**src/rtl/uart_pkg.sv**
```systemverilog
// Shared types and helpers for the UART byte receiver.
// Optional even-parity support is selected by UART_RX_PARITY_EN.
package uart_pkg;

  localparam int unsigned BAUD_DEF       = 115200;
  localparam int unsigned OVERSAMPLE_DEF = 16;

  typedef enum logic [2:0] {
    ST_IDLE,
    ST_START,
    ST_DATA,
    ST_PARITY,
    ST_STOP
  } rx_state_e;

  // Clock cycles per oversample tick, rounded to nearest.
  function automatic int unsigned calc_div(input int unsigned clk_hz,
                                           input int unsigned baud,
                                           input int unsigned os);
    return (clk_hz + (baud * os) / 2) / (baud * os);
  endfunction

endpackage

```
**src/rtl/uart_baud_tick.sv**
```systemverilog
// Oversample tick generator: one-cycle tick every DIV clocks, restartable.
module uart_baud_tick
  import uart_pkg::*;
#(
  parameter int unsigned CLK_IN     = 120000000,
  parameter int unsigned BAUD       = BAUD_DEF,
  parameter int unsigned OVERSAMPLE = OVERSAMPLE_DEF
) (
  input  logic clk_in,
  input  logic rst_in,
  input  logic restart,
  output logic tick_c
);

  localparam int unsigned DIV = calc_div(CLK_IN, BAUD, OVERSAMPLE);
  localparam int unsigned CW  = (DIV > 1) ? $clog2(DIV) : 1;
  localparam logic [CW-1:0] CNT_MAX = CW'(DIV - 1);

  logic [CW-1:0] cnt_q;

  always_ff @(posedge clk_in or posedge rst_in) begin
    if (rst_in) begin
      cnt_q <= '0;
    end else if (restart || cnt_q == CNT_MAX) begin
      cnt_q <= '0;
    end else begin
      cnt_q <= cnt_q + CW'(1);
    end
  end

  assign tick_c = (cnt_q == CNT_MAX);

endmodule

```
**src/rtl/uart_rx_byte.sv**
```systemverilog
// Oversampling 8N1 UART receiver with a one-entry valid/ready holding register.
// Define UART_RX_PARITY_EN to add an even-parity bit between data and stop.
module uart_rx_byte
  import uart_pkg::*;
#(
  parameter int unsigned CLK_IN     = 120000000,
  parameter int unsigned BAUD       = BAUD_DEF,
  parameter int unsigned OVERSAMPLE = OVERSAMPLE_DEF
) (
  input  logic       clk_in,
  input  logic       rst_in,
  input  logic       rx_in,
  input  logic       ready_in,
  output logic [7:0] data_out,
  output logic       valid_out,
  output logic       frame_err_out,
  output logic       overrun_out,
  output logic       parity_err_out
);

  localparam int unsigned SW = $clog2(OVERSAMPLE);
  localparam logic [SW-1:0] S_LAST = SW'(OVERSAMPLE - 1);
  localparam logic [SW-1:0] S_LO   = SW'(OVERSAMPLE / 2 - 1);
  localparam logic [SW-1:0] S_MID  = SW'(OVERSAMPLE / 2);
  localparam logic [SW-1:0] S_HI   = SW'(OVERSAMPLE / 2 + 1);

  logic            rx_meta_q, rx_s_q;
  logic [1:0]      prime_q;
  logic            armed_q, armed_d;
  rx_state_e       state_q, state_d;
  logic [SW-1:0]   s_q, s_d;
  logic [2:0]      bit_q, bit_d;
  logic [7:0]      shift_q, shift_d;
  logic [2:0]      samp_q, samp_d, samp_nx;
  logic            sample_now, maj, tick_c;
  logic            restart_c, done_c, ferr_c;
`ifdef UART_RX_PARITY_EN
  logic            par_err_q, par_err_d, perr_c;
`endif

  // Synchronizer; prime_q marks when rx_s_q reflects real line samples after reset.
  always_ff @(posedge clk_in or posedge rst_in) begin
    if (rst_in) begin
      rx_meta_q <= 1'b1;
      rx_s_q    <= 1'b1;
      prime_q   <= 2'b00;
    end else begin
      rx_meta_q <= rx_in;
      rx_s_q    <= rx_meta_q;
      prime_q   <= {prime_q[0], 1'b1};
    end
  end

  uart_baud_tick #(
    .CLK_IN    (CLK_IN),
    .BAUD      (BAUD),
    .OVERSAMPLE(OVERSAMPLE)
  ) u_tick (
    .clk_in (clk_in),
    .rst_in (rst_in),
    .restart(restart_c),
    .tick_c (tick_c)
  );

  assign sample_now = (s_q == S_LO) || (s_q == S_MID) || (s_q == S_HI);
  assign samp_nx    = sample_now ? {samp_q[1:0], rx_s_q} : samp_q;
  assign maj        = (samp_nx[0] & samp_nx[1]) | (samp_nx[0] & samp_nx[2]) |
                      (samp_nx[1] & samp_nx[2]);

  // Next-state and datapath decisions.
  always_comb begin
    state_d   = state_q;
    s_d       = s_q;
    bit_d     = bit_q;
    shift_d   = shift_q;
    samp_d    = samp_q;
    armed_d   = armed_q | (rx_s_q & prime_q[1]);
    restart_c = 1'b0;
    done_c    = 1'b0;
    ferr_c    = 1'b0;
`ifdef UART_RX_PARITY_EN
    par_err_d = par_err_q;
    perr_c    = 1'b0;
`endif
    if (tick_c && state_q != ST_IDLE) begin
      samp_d = samp_nx;
      s_d    = (s_q == S_LAST) ? '0 : s_q + SW'(1);
    end
    case (state_q)
      ST_IDLE: begin
        if (armed_q && !rx_s_q) begin
          state_d   = ST_START;
          s_d       = '0;
          restart_c = 1'b1;
        end
      end
      ST_START: begin
        if (tick_c && s_q == S_LAST) begin
          state_d = maj ? ST_IDLE : ST_DATA;
          bit_d   = 3'd0;
        end
      end
      ST_DATA: begin
        if (tick_c && s_q == S_LAST) begin
          shift_d = {maj, shift_q[7:1]};
          bit_d   = bit_q + 3'd1;
          if (bit_q == 3'd7) begin
`ifdef UART_RX_PARITY_EN
            state_d = ST_PARITY;
`else
            state_d = ST_STOP;
`endif
          end
        end
      end
`ifdef UART_RX_PARITY_EN
      ST_PARITY: begin
        if (tick_c && s_q == S_LAST) begin
          par_err_d = ^{shift_q, maj};
          state_d   = ST_STOP;
        end
      end
`endif
      ST_STOP: begin
        // Decide at mid-stop so the next start bit can follow immediately.
        if (tick_c && s_q == S_HI) begin
          state_d = ST_IDLE;
`ifdef UART_RX_PARITY_EN
          if (par_err_q)  perr_c = 1'b1;
          else if (!maj)  ferr_c = 1'b1;
          else            done_c = 1'b1;
`else
          if (!maj)       ferr_c = 1'b1;
          else            done_c = 1'b1;
`endif
        end
      end
      default: state_d = ST_IDLE;
    endcase
  end

  always_ff @(posedge clk_in or posedge rst_in) begin
    if (rst_in) begin
      state_q   <= ST_IDLE;
      armed_q   <= 1'b0;
      s_q       <= '0;
      bit_q     <= '0;
      shift_q   <= '0;
      samp_q    <= '0;
`ifdef UART_RX_PARITY_EN
      par_err_q <= 1'b0;
`endif
    end else begin
      state_q   <= state_d;
      armed_q   <= armed_d;
      s_q       <= s_d;
      bit_q     <= bit_d;
      shift_q   <= shift_d;
      samp_q    <= samp_d;
`ifdef UART_RX_PARITY_EN
      par_err_q <= par_err_d;
`endif
    end
  end

  // Holding register: a completion while full is accepted only if the old byte leaves.
  always_ff @(posedge clk_in or posedge rst_in) begin
    if (rst_in) begin
      data_out      <= 8'h00;
      valid_out     <= 1'b0;
      frame_err_out <= 1'b0;
      overrun_out   <= 1'b0;
    end else begin
      frame_err_out <= ferr_c;
      overrun_out   <= done_c && valid_out && !ready_in;
      if (done_c && (!valid_out || ready_in)) begin
        data_out  <= shift_q;
        valid_out <= 1'b1;
      end else if (valid_out && ready_in) begin
        valid_out <= 1'b0;
      end
    end
  end

`ifdef UART_RX_PARITY_EN
  always_ff @(posedge clk_in or posedge rst_in) begin
    if (rst_in) parity_err_out <= 1'b0;
    else        parity_err_out <= perr_c;
  end
`else
  assign parity_err_out = 1'b0;
`endif

endmodule

```
**config.mk**
```make
export PLATFORM = sky130hd
export DESIGN_NAME = uart_rx_byte
export DESIGN_NICKNAME = d
export VERILOG_FILES = /design/src/rtl/uart_pkg.sv /design/src/rtl/uart_baud_tick.sv /design/src/rtl/uart_rx_byte.sv
export SDC_FILE = /design/constraint.sdc
export NUM_CORES = 1
export LEC_CHECK = 0
export ABC_AREA = 1
export CAP_MARGIN = 20
export CORE_MARGIN = 1.5
export CORE_UTILIZATION = 30
export DETAILED_ROUTE_END_ITERATION = 12
export DONT_BUFFER_PORTS = 1
export GPL_TIMING_DRIVEN = 0
export PLACE_DENSITY_LB_ADDON = 0.15
export SLEW_MARGIN = 20
export SYNTH_ARGS = -nofsm -noshare
export SYNTH_HDL_FRONTEND = slang
export SYNTH_HIERARCHICAL = 1
export SYNTH_SLANG_ARGS = --single-unit
export TNS_END_PERCENT = 100
```
**constraint.sdc**
```tcl
create_clock -name clk_in -period 1.7 [get_ports clk_in]
set_clock_uncertainty 0.05 [all_clocks]
set_input_delay 0.34 -clock clk_in [delete_from_list [all_inputs] [get_ports clk_in]]
set_output_delay 0.34 -clock clk_in [all_outputs]
set_load 0.01 [all_outputs]
```
==> results by group <==
Status
  • Run status: finished with violations
  • Failing checks: setup timing

Worst hold path
  • Hold Startpoint: prime_q[0]
  • Tightest Hold Check Type: reg2reg

Route
  • DRC violations left: 0
  • Routed WL: 3880 µm
  • Total number of vias: between 1.5k and 2k
  • WL per Instance: 11.5 µm
  • ANT nets after route: 0
  • DR iter-0 viols: 44
  • Via density: 4.45
  • TritonRoute pass-1 iters: 4

Placed design
  • Hpwl dp: 2740 µm
  • Placed Area: 2230 µm²
  • Final RePlAce weighted congestion: roughly 0.70
  • Buffers on Ports: 0

Yosys
  • Flops & latches, synth: 44
  • Synth cell types: 32
  • Synthesized area per cell: 8.76 µm²
  • Synthesized area: 2080 µm²
  • Mapped Cells: between 200 and 250
  • Yosys warns: 6
  • Syn Nets: 249
  • Register area share after synthesis: approximately 53%

STA
  • Final setup viols: 4
  • RSZ-0062 raised after global routing: yes
  • Post-layout min period: roughly 1700 ps
  • Highest clock rate: 586 MHz
  • Setup WS post-layout: -7.58 ps
  • Final Slew Violations: 0
  • Period utilization: 100%
  • Hold Violations, Final: 0

Floorplanning
  • Die height: 86.4 µm
  • Core Box Area: between 6000 and 7000 µm²
  • Chip width: 86.4 µm
  • I/O pin count: 16
  • Row count: 30
  • Area of the die: between 7000 and 8000 µm²
  • Starting density of the core: 30.9%

Critical path
  • CP required: 1850 ps
  • Worst EP arrival: 1860 ps
  • RR Startpoint: s_q[1]
  • Startpoint types: flop
  • Worst Path Max Fanout: 8
  • Worst Setup SP: s_q[1]
  • Crit end category: flop
  • Setup CP Type: reg2reg

CTS
  • Clk slew on worst S/H paths: 90 ps
  • CTS sink cnt: 44
  • CTS tree: built
  • Clock latency on the worst-skew pair: 300 ps
  • Max H-tree Level: 2
  • Cts bufs inserted: 5
  • Clock tree buffer depth: 2
  • Clock root buffer: clkbuf_8

GRT
  • Grt total ovfl: 0
  • Top Usage Layer GRT: met2
  • Largest net degree at the start of global routing: 20
  • Initial antenna violation count: 0
  • Met3 Usage GRT: 3.24%
  • Vias in the first global route: 1450
  • Met2 usage: 17.5%
  • First-pass GRT wire length: 6740 µm
  • GRT Total Usage: 11.5%
  • M1 GR Usage: 15.6%

Layout
  • Final core occ: 38.0%
  • Design area: between 2000 and 3000 µm²
  • Share of cells above drive strength 1: 26.7%
  • # diodes: 0
  • Fin nets: 268
  • Syn-to-layout area delta: 23.3%

Pwr
  • LEAKAGE: 1.28 nW
  • Maximum vdd drop: roughly 0.48 mV
  • PwrDens: 903 nW/µm²

Flow run
  • Max-Cap Viols: 0
## cell usage after synthesis (all sizes together)
cell / number / area [µm²]
nand4: 10 / 68.8
nand2: 76 / 298
or2: 1 / 6.26
o21bai: 2 / 18.8
ha: 7 / 87.6
a22o: 2 / 17.5
a21oi: 3 / 15.0
nor3: 1 / 5.00
nand3b: 1 / 11.3
xor2: 3 / 26.3
nand3: 16 / 105
xnor2: 1 / 8.76
dfrtp: 42 / 1050
conb: 2 / 7.51
nor2: 20 / 77.6
buf: 4 / 28.8
dfstp: 2 / 52.6
inv: 31 / 121
o221ai: 1 / 8.76
o21ai: 13 / 68.8
## cells in the final DEF, fill, tap and decap left out, drive strengths merged, types with 2 or more instances in the layout
| cell | count |
|---|---|
| a21oi | 3 |
| a22o | 2 |
| buf | 14 |
| clkbuf | 5 |
| clkinv | 2 |
| clkinvlp | 2 |
| conb | 2 |
| dfrtp | 42 |
| dfstp | 2 |
| dlygate4sd3 | 2 |
| ha | 7 |
| inv | 30 |
| nand2 | 76 |
| nand3 | 16 |
| nand4 | 10 |
| nor2 | 20 |
| o21ai | 13 |
| o21bai | 2 |
| xor2 | 3 |
## power breakdown
group          total, mW  leakage, nW  switching (mW)  internal, mW
sequential          1.23        0.580          0.0930          1.14
clock              0.664       0.0404           0.372         0.291
combinational      0.428        0.659           0.241         0.187
## metrics by stage
stage / power, mW / hold slack [ps] / setup WS, ps / std cells / TNS [ps]
2_1_floorplan: 1.51 / 93.4 / -8.10 / 238 / -8.10
3_3_place_gp: 1.58 / 131 / -245 / 318 / -6090
3_5_place_dp: 1.59 / 136 / -219 / 319 / -3280
4_1_cts: 2.33 / 307 / 6.31 / 333 / 0
5_1_grt: 2.48 / 324 / -126 / 338 / -901
6_report: 2.32 / 304 / -7.58 / 338 / -25.0
## repair_timing
item                                    in CTS  in global routing
gates resized for setup                     10                 30
hold buffers                                 2                  0
hold endpoints to repair                    24                  0
setup buffers                                4                  5
endpoints found under the setup margin      27                 25
pin swaps                                    4                 15
## cells by family (layout without fill, tap and decap cells)
kind of cell,count (synthesis),count (layout),share of synthesized area (%)
buffers and inverters,35,55,7.20
and+or+nand+nor,125,125,27.4
other,2,2,0.360
adders and majority gates,7,7,4.20
AOI/OAI and AO/OA,21,21,6.18
xor gates and xnor gates,4,4,1.68
DFF,44,44,52.9
## path summary, 6_finish.rpt
kind	to	slack (ps)	cells after the start
worst max-delay path	data_out[4]	-8	11
worst min-delay path	prime_q[1]	300	0
worst max register to register	data_out[4]	-8	11
worst min register to register	prime_q[1]	300	0
max in group asynchronous	s_q[3]	670	3
min in group asynchronous	u_tick/cnt_q[4]	400	2
## state kept, by name, summed over array words and instances (netlist names), 2 cells and up
name and flops:
data_out 8, shift_q 8, u_tick/cnt_q 7, samp_q 3, s_q 4, prime_q 2, bit_q 3, state_q 3
## worst max-delay path, stage by stage (launching register included)
cell and delay (ps):
dfrtp_1 440, inv_2 130, ha_4 180, nand3_4 90, nand3_4 100, nand2_1 60
nand2_2 90, nand2_2 70, nand2_2 90, nand4_4 170, nand2_1 110, nand2_1 50
## final cells by class
type,count,area (µm²)
clock buffer,5,68.8
inverter,31,121
fill,689,4190
tap,80,100
multi-input combinational,159,987
clock inverter,3,23.8
buffer,4,35.0
timing repair buffer,12,128
sequential,44,1110
## routing by layer
layer,vias up,wire [µm]
li1,788,-
met5,-,0
met3,5,105
met1,694,1950
met2,18,1780
met4,0,45
Power figures use the tool's default switching activity.
